==> config.mk <==
export PLATFORM = sky130hd
export DESIGN_NAME = elevator_call_dispatcher_flat
export DESIGN_NICKNAME = d
export VERILOG_FILES = /design/src/rtl/elevator_call_dispatcher_if.sv /design/src/rtl/elevator_call_dispatcher.sv /design/src/flat_wrapper.sv
export SDC_FILE = /design/constraint.sdc
export NUM_CORES = 1
export LEC_CHECK = 0
export CORE_MARGIN = 1.5
export CORE_UTILIZATION = 45
export CTS_CLUSTER_SIZE = 20
export DETAILED_ROUTE_END_ITERATION = 10
export HOLD_SLACK_MARGIN = 0.1
export PLACE_DENSITY = 0.7
export SKIP_LAST_GASP = 1
export SLEW_MARGIN = 20
export SYNTH_ARGS = -nofsm -noshare
export SYNTH_HDL_FRONTEND = slang
export SYNTH_SLANG_ARGS = --single-unit
==> constraint.sdc <==
create_clock -name clk -period 2 [get_ports clk]
set_input_delay 0.4 -clock clk [delete_from_list [all_inputs] [get_ports clk]]
set_output_delay 0.4 -clock clk [all_outputs]
set_load 0.02 [all_outputs]
==> src/rtl/elevator_call_dispatcher_if.sv <==
// Call/dispatch bundle between the hall-call source, the dispatcher and the car controller.
// master = call source / car controller side, slave = dispatcher.
interface elevator_call_dispatcher_if #(
    parameter int NUM_FLOORS = 10
);
    logic                  call_valid;
    logic [3:0]            call_floor;
    logic                  call_ready;
    logic [3:0]            current_floor;
    logic                  car_idle;
    logic [3:0]            requested_floor;
    logic [NUM_FLOORS-1:0] pending;
    logic                  dir_up;
    logic                  door_open;
    logic                  call_err;

    modport master (
        output call_valid, call_floor, current_floor, car_idle,
        input  call_ready, requested_floor, pending, dir_up, door_open, call_err
    );

    modport slave (
        input  call_valid, call_floor, current_floor, car_idle,
        output call_ready, requested_floor, pending, dir_up, door_open, call_err
    );
endinterface

==> src/rtl/elevator_call_dispatcher.sv <==
// SCAN-style elevator call dispatcher: latches hall calls, picks the next target in the sweep
// direction, holds the door for a fixed dwell. Target/state registered (1 cycle); calls never back-pressured.
module elevator_call_dispatcher #(
    parameter int NUM_FLOORS   = 10,
    parameter int DWELL_CYCLES = 8
) (
    input  logic                      clk,
    input  logic                      rst_n,
    elevator_call_dispatcher_if.slave bus
);
    typedef enum logic [1:0] {IDLE, SERVE, DOOR} state_t;

    localparam int          CW = (DWELL_CYCLES > 1) ? $clog2(DWELL_CYCLES) : 1;
    localparam logic [4:0]  NF = 5'(NUM_FLOORS);

    state_t                state_q;
    logic [NUM_FLOORS-1:0] pending_q, pending_d;
    logic [3:0]            requested_floor_q;
    logic                  dir_up_q;
    logic                  door_open_q;
    logic                  call_err_q;
    logic [CW-1:0]         dwell_q;

    logic                  call_acc, call_in_range;
    logic                  cur_pending, arrive, idle_hit, clr_en, retarget;
    logic [3:0]            clr_floor;
    logic                  up_found, dn_found;
    logic [3:0]            up_tgt, dn_tgt;
    logic [NUM_FLOORS-1:0] set_vec, clr_vec;

    always_comb begin
        call_acc      = bus.call_valid & rst_n;
        call_in_range = {1'b0, bus.call_floor} < NF;

        cur_pending = 1'b0;
        up_found    = 1'b0;
        up_tgt      = '0;
        dn_found    = 1'b0;
        dn_tgt      = '0;
        // Walk down for the closest floor above, up for the closest floor below.
        for (int i = NUM_FLOORS - 1; i >= 0; i--) begin
            if (pending_q[i] && 4'(i) > bus.current_floor) begin
                up_found = 1'b1;
                up_tgt   = 4'(i);
            end
        end
        for (int i = 0; i < NUM_FLOORS; i++) begin
            if (pending_q[i] && 4'(i) < bus.current_floor) begin
                dn_found = 1'b1;
                dn_tgt   = 4'(i);
            end
            if (pending_q[i] && 4'(i) == bus.current_floor) cur_pending = 1'b1;
        end

        arrive    = (state_q == SERVE) && (bus.current_floor == requested_floor_q) && bus.car_idle;
        idle_hit  = (state_q == IDLE) && cur_pending;
        clr_en    = arrive || idle_hit;
        clr_floor = arrive ? requested_floor_q : bus.current_floor;

        retarget = (state_q == SERVE) && !arrive && call_acc && call_in_range &&
                   (dir_up_q ? (bus.current_floor < bus.call_floor && bus.call_floor < requested_floor_q)
                             : (requested_floor_q < bus.call_floor && bus.call_floor < bus.current_floor));

        set_vec = '0;
        clr_vec = '0;
        for (int i = 0; i < NUM_FLOORS; i++) begin
            // The floor the door is open at is already served.
            if (call_acc && bus.call_floor == 4'(i) &&
                !(state_q == DOOR && bus.call_floor == bus.current_floor))
                set_vec[i] = 1'b1;
            if (clr_en && clr_floor == 4'(i)) clr_vec[i] = 1'b1;
        end
        pending_d = (pending_q | set_vec) & ~clr_vec;
    end

    always_ff @(posedge clk) begin
        if (!rst_n) begin
            state_q           <= IDLE;
            pending_q         <= '0;
            requested_floor_q <= '0;
            dir_up_q          <= 1'b1;
            door_open_q       <= 1'b0;
            call_err_q        <= 1'b0;
            dwell_q           <= '0;
        end else begin
            pending_q  <= pending_d;
            call_err_q <= call_acc && !call_in_range;
            case (state_q)
                IDLE: begin
                    if (pending_q == '0) begin
                        requested_floor_q <= bus.current_floor;
                    end else if (idle_hit) begin
                        state_q     <= DOOR;
                        dwell_q     <= CW'(DWELL_CYCLES - 1);
                        door_open_q <= 1'b1;
                    end else begin
                        state_q <= SERVE;
                        if (dir_up_q) begin
                            if (up_found) requested_floor_q <= up_tgt;
                            else begin
                                dir_up_q          <= 1'b0;
                                requested_floor_q <= dn_tgt;
                            end
                        end else begin
                            if (dn_found) requested_floor_q <= dn_tgt;
                            else begin
                                dir_up_q          <= 1'b1;
                                requested_floor_q <= up_tgt;
                            end
                        end
                    end
                end
                SERVE: begin
                    if (arrive) begin
                        state_q     <= DOOR;
                        dwell_q     <= CW'(DWELL_CYCLES - 1);
                        door_open_q <= 1'b1;
                    end else if (retarget) begin
                        requested_floor_q <= bus.call_floor;
                    end
                end
                DOOR: begin
                    if (dwell_q == '0) begin
                        state_q     <= IDLE;
                        door_open_q <= 1'b0;
                    end else begin
                        dwell_q <= dwell_q - 1'b1;
                    end
                end
                default: state_q <= IDLE;
            endcase
        end
    end

    assign bus.call_ready      = rst_n;
    assign bus.requested_floor = requested_floor_q;
    assign bus.pending         = pending_q;
    assign bus.dir_up          = dir_up_q;
    assign bus.door_open       = door_open_q;
    assign bus.call_err        = call_err_q;
endmodule

==> src/flat_wrapper.sv <==
// flat-port wrapper written by rule: the top's interface ports become plain ports
module elevator_call_dispatcher_flat 
#(
    parameter int NUM_FLOORS   = 10,
    parameter int DWELL_CYCLES = 8
)
  (clk, rst_n, bus_call_valid, bus_call_floor, bus_current_floor, bus_car_idle, bus_call_ready, bus_requested_floor, bus_pending, bus_dir_up, bus_door_open, bus_call_err);
  elevator_call_dispatcher_if #(.NUM_FLOORS(NUM_FLOORS)) bus_i ();
  input  logic clk;
  input  logic rst_n;
  input wire logic [$bits(bus_i.call_valid)-1:0] bus_call_valid;
  input wire logic [$bits(bus_i.call_floor)-1:0] bus_call_floor;
  input wire logic [$bits(bus_i.current_floor)-1:0] bus_current_floor;
  input wire logic [$bits(bus_i.car_idle)-1:0] bus_car_idle;
  output wire logic [$bits(bus_i.call_ready)-1:0] bus_call_ready;
  output wire logic [$bits(bus_i.requested_floor)-1:0] bus_requested_floor;
  output wire logic [$bits(bus_i.pending)-1:0] bus_pending;
  output wire logic [$bits(bus_i.dir_up)-1:0] bus_dir_up;
  output wire logic [$bits(bus_i.door_open)-1:0] bus_door_open;
  output wire logic [$bits(bus_i.call_err)-1:0] bus_call_err;
  assign bus_i.call_valid = bus_call_valid;
  assign bus_i.call_floor = bus_call_floor;
  assign bus_i.current_floor = bus_current_floor;
  assign bus_i.car_idle = bus_car_idle;
  assign bus_call_ready = bus_i.call_ready;
  assign bus_requested_floor = bus_i.requested_floor;
  assign bus_pending = bus_i.pending;
  assign bus_dir_up = bus_i.dir_up;
  assign bus_door_open = bus_i.door_open;
  assign bus_call_err = bus_i.call_err;
  elevator_call_dispatcher #(.NUM_FLOORS(NUM_FLOORS), .DWELL_CYCLES(DWELL_CYCLES)) u_core (.clk(clk), .rst_n(rst_n), .bus(bus_i));
endmodule
==> flow_summary.yaml <==
power:
  power_density_mw_per_mm2: 449.8
  p_leak_nw: 1.384
  ir_drop_uv: 375.4
outcome:
  violations: "setup timing"
  outcome: "complete, but fails checks"
route:
  drt-total-wl_um: 8568
  via_per_inst: 6.464
  drtIter0Drc: 355
  drcViolationCount: 0
  drt_first_pass_iters: 7
  wl_per_cell_um: 19.79
  antenna_left: 0
  via_count: 2799
yosys:
  async_flop_share_pct: 0
  synthMuxAreaShare_pct: 2.570
  synthFlopType: "dfxtp_1"
  synthTopCellsByCount: "dfxtp_1, inv_1, nor2_1, nand2_1, o21ai_0"
  syn_inst: 279
  yosys-top-cells-area: "dfxtp_1, ha_1, a31oi_1, o21ai_0, buf_6"
  synth_area_leader_cell: "dfxtp_1"
  synth.most_common_cell: "dfxtp_1"
  synthAdderAreaFrac_pct: 5.587
  synth-simple-area-share_pct: 22.12
  ys_seq_area_share_pct: 19.66
  synth_top_area_share_pct: 19.66
  synth_compound_gate_area_share_pct: 37.65
  synth-seq-cells: 22
  yosysWarnings: 0
  synth_xor_xnor_area_share_pct: 1.564
  netlist_area_mm2: 0.002240
  avgSynthCellArea_um2: 8.027
  synth_top_family_by_area: "compound AO/OA/AOI/OAI gates"
  yosys.cell_types.count: 77
  synth_edf_count: 0
  synth_nets: 301
global_route:
  grt_antenna_before_repair: 0
  grt_overflow: 0
  grt_pass1_vias: 2499
  track_usage_pct: 30.53
  grt_max_degree: 15
  grt_pass1_wl_um: 12770
placed_design:
  numPortBuffers: 29
  gp_congestion: 0.9409
  dpl.hpwl_um: 5531
sta:
  slew_headroom_pct: 69.77
  rsz0062_at_grt: "true"
  worst_slack_ps: -42.56
  worst_clock_skew_ps: 6.789
  report.final.setup_viol: 2
  fin_crit_ps: 2043
  fmax_ghz: 0.4896
  finalSetupTns_ps: -68.14
  maxSlewViolCount: 0
  finalHoldViolCount: 0
  finalCritPeriodShare_pct: 102.1
  worstMarginPinSlew_ps: 453.0
clocking:
  clock-root-buffer: "clkbuf_8"
  h-tree-depth: 1
  cts_sinks: 22
  cts.clk_slew.worst_paths_ps: 90
  worstSkewPairLatency_ps: 260
  cts_buffers: 3
  cts_tree: "done"
  clockBufferDepth: 2
floorplanning:
  rows: 25
  io_pins: 30
  dieArea_mm2: 0.005409
  die_y_um: 73.55
  core_mm2: 0.004755
  die_w_um: 73.55
  start_util_pct: 47.11
setup_path:
  critPathArrivalTime_ps: 2200
  cp-end-kind: "flop"
  required_ps: 2150
  max_stage_delay_ps: 360
  cpMaxStageDelayCell: "o31a_1"
  start_kind: "input pin"
  crit_fanout: 5
  worstSetupPathType: "input pin to flop"
  cp_cell_sequence: "buf_8, buf_12, bufbuf_16, nor2b_1, o21ai_1, a21boi_1, o31a_1, buf_4, nor4b_2, o41ai_2"
final_layout:
  final_nets: 389
  antenna_cells: 0
  area_growth_pct: 51.68
  final_core_util_pct: 71.45
  layout-drive-gt1-share_pct: 38.52
run:
  cap_violations: 0
min_path:
  holdCritPathClass: "flop to flop"
registers in the layout, summed over array words and instances, names as in the netlist:
signal and cells:
u_core.bus.requested_floor 4, u_core.state_q 2, u_core.dwell_q 3, u_core.bus.door_open 1
u_core.bus.pending 10, u_core.bus.call_err 1, u_core.bus.dir_up 1
final timing paths:
kind	from	end	slack, ps	cells after the start
min reg2reg	u_core.dwell_q[0]$_SDFFE_PN0P_	u_core.dwell_q[0]$_SDFFE_PN0P_	490	1
min	u_core.dwell_q[0]$_SDFFE_PN0P_	u_core.dwell_q[0]$_SDFFE_PN0P_	490	1
max	bus_current_floor[1]	u_core.bus.requested_floor[0]$_SDFFE_PN0P_	-40	10
max reg2reg	u_core.bus.pending[1]$_SDFF_PN0_	u_core.bus.dir_up$_SDFFE_PN1P_	10	7
cells in the final DEF (no fill, tap or decap), drive strengths merged, types with 7 or more instances in the layout:
| master | n |
|---|---|
| o31a | 7 |
| nor2 | 18 |
| clkdlybuf4s50 | 21 |
| buf | 77 |
| nand2 | 16 |
| a31oi | 14 |
| o21ai | 19 |
| nor3 | 11 |
| a21oi | 11 |
| nand3 | 12 |
| inv | 17 |
| ha | 10 |
| dfxtp | 22 |
logic make-up after synthesis:
kind of cell    Yosys count
buf+inv                  40
mux                       5
fa+ha+maj                10
simple gates             87
compound gates          111
flops                    22
xor+xnor                  4
final cells by class:
class / instances / area [um^2]
sequential: 22 / 446.7
clock buffer: 4 / 55.05
inverter: 18 / 68.82
timing repair buffer: 105 / 1001
tap: 67 / 83.83
multi-input combinational: 217 / 1742
fill: 346 / 1358
critical path: cells and delay by family:
kind | cells | cell delay [ps]
AND/OR/NAND/NOR | 2 | 360
buffers and inverters | 4 | 620
AO/OA/AOI/OAI | 4 | 820
metal layers:
| metal | global-route usage, % | part of all wire [%] |
|---|---|---|
| met2 | 50.25 | 47 |
| met3 | 2.606 | 9.9 |
| met4 | 9.053 | 4.6 |
| met5 | 0 | 0 |
| met1 | 42.32 | 38 |
stage by stage:
stage | hold slack [ps] | setup slack [ps] | instance area (um^2) | std cells | power, mW
global placement | 460.9 | -597.8 | 2958 | 412 | 1.064
CTS | 476.7 | 3.686 | 3261 | 430 | 1.458
detailed placement | 464.0 | -624.1 | 2958 | 412 | 1.077
finish | 489.8 | -42.56 | 3397 | 433 | 1.528
floorplan | 437.8 | 21.62 | 2241 | 279 | 0.8455
global route | 526.0 | -76.57 | 3397 | 433 | 1.592
power breakdown:
group,switching (mW),internal (mW)
registers,0.0413,0.465
clock network,0.151,0.176
logic,0.354,0.341
timing repair:
item,4_1_cts,5_1_grt
gates cloned,4,0
endpoints found under the setup margin,21,20
pin swaps,22,21
hold buffers,0,0
resized for setup,37,37
setup buffers,11,4
(Power assumes the default switching activity.)
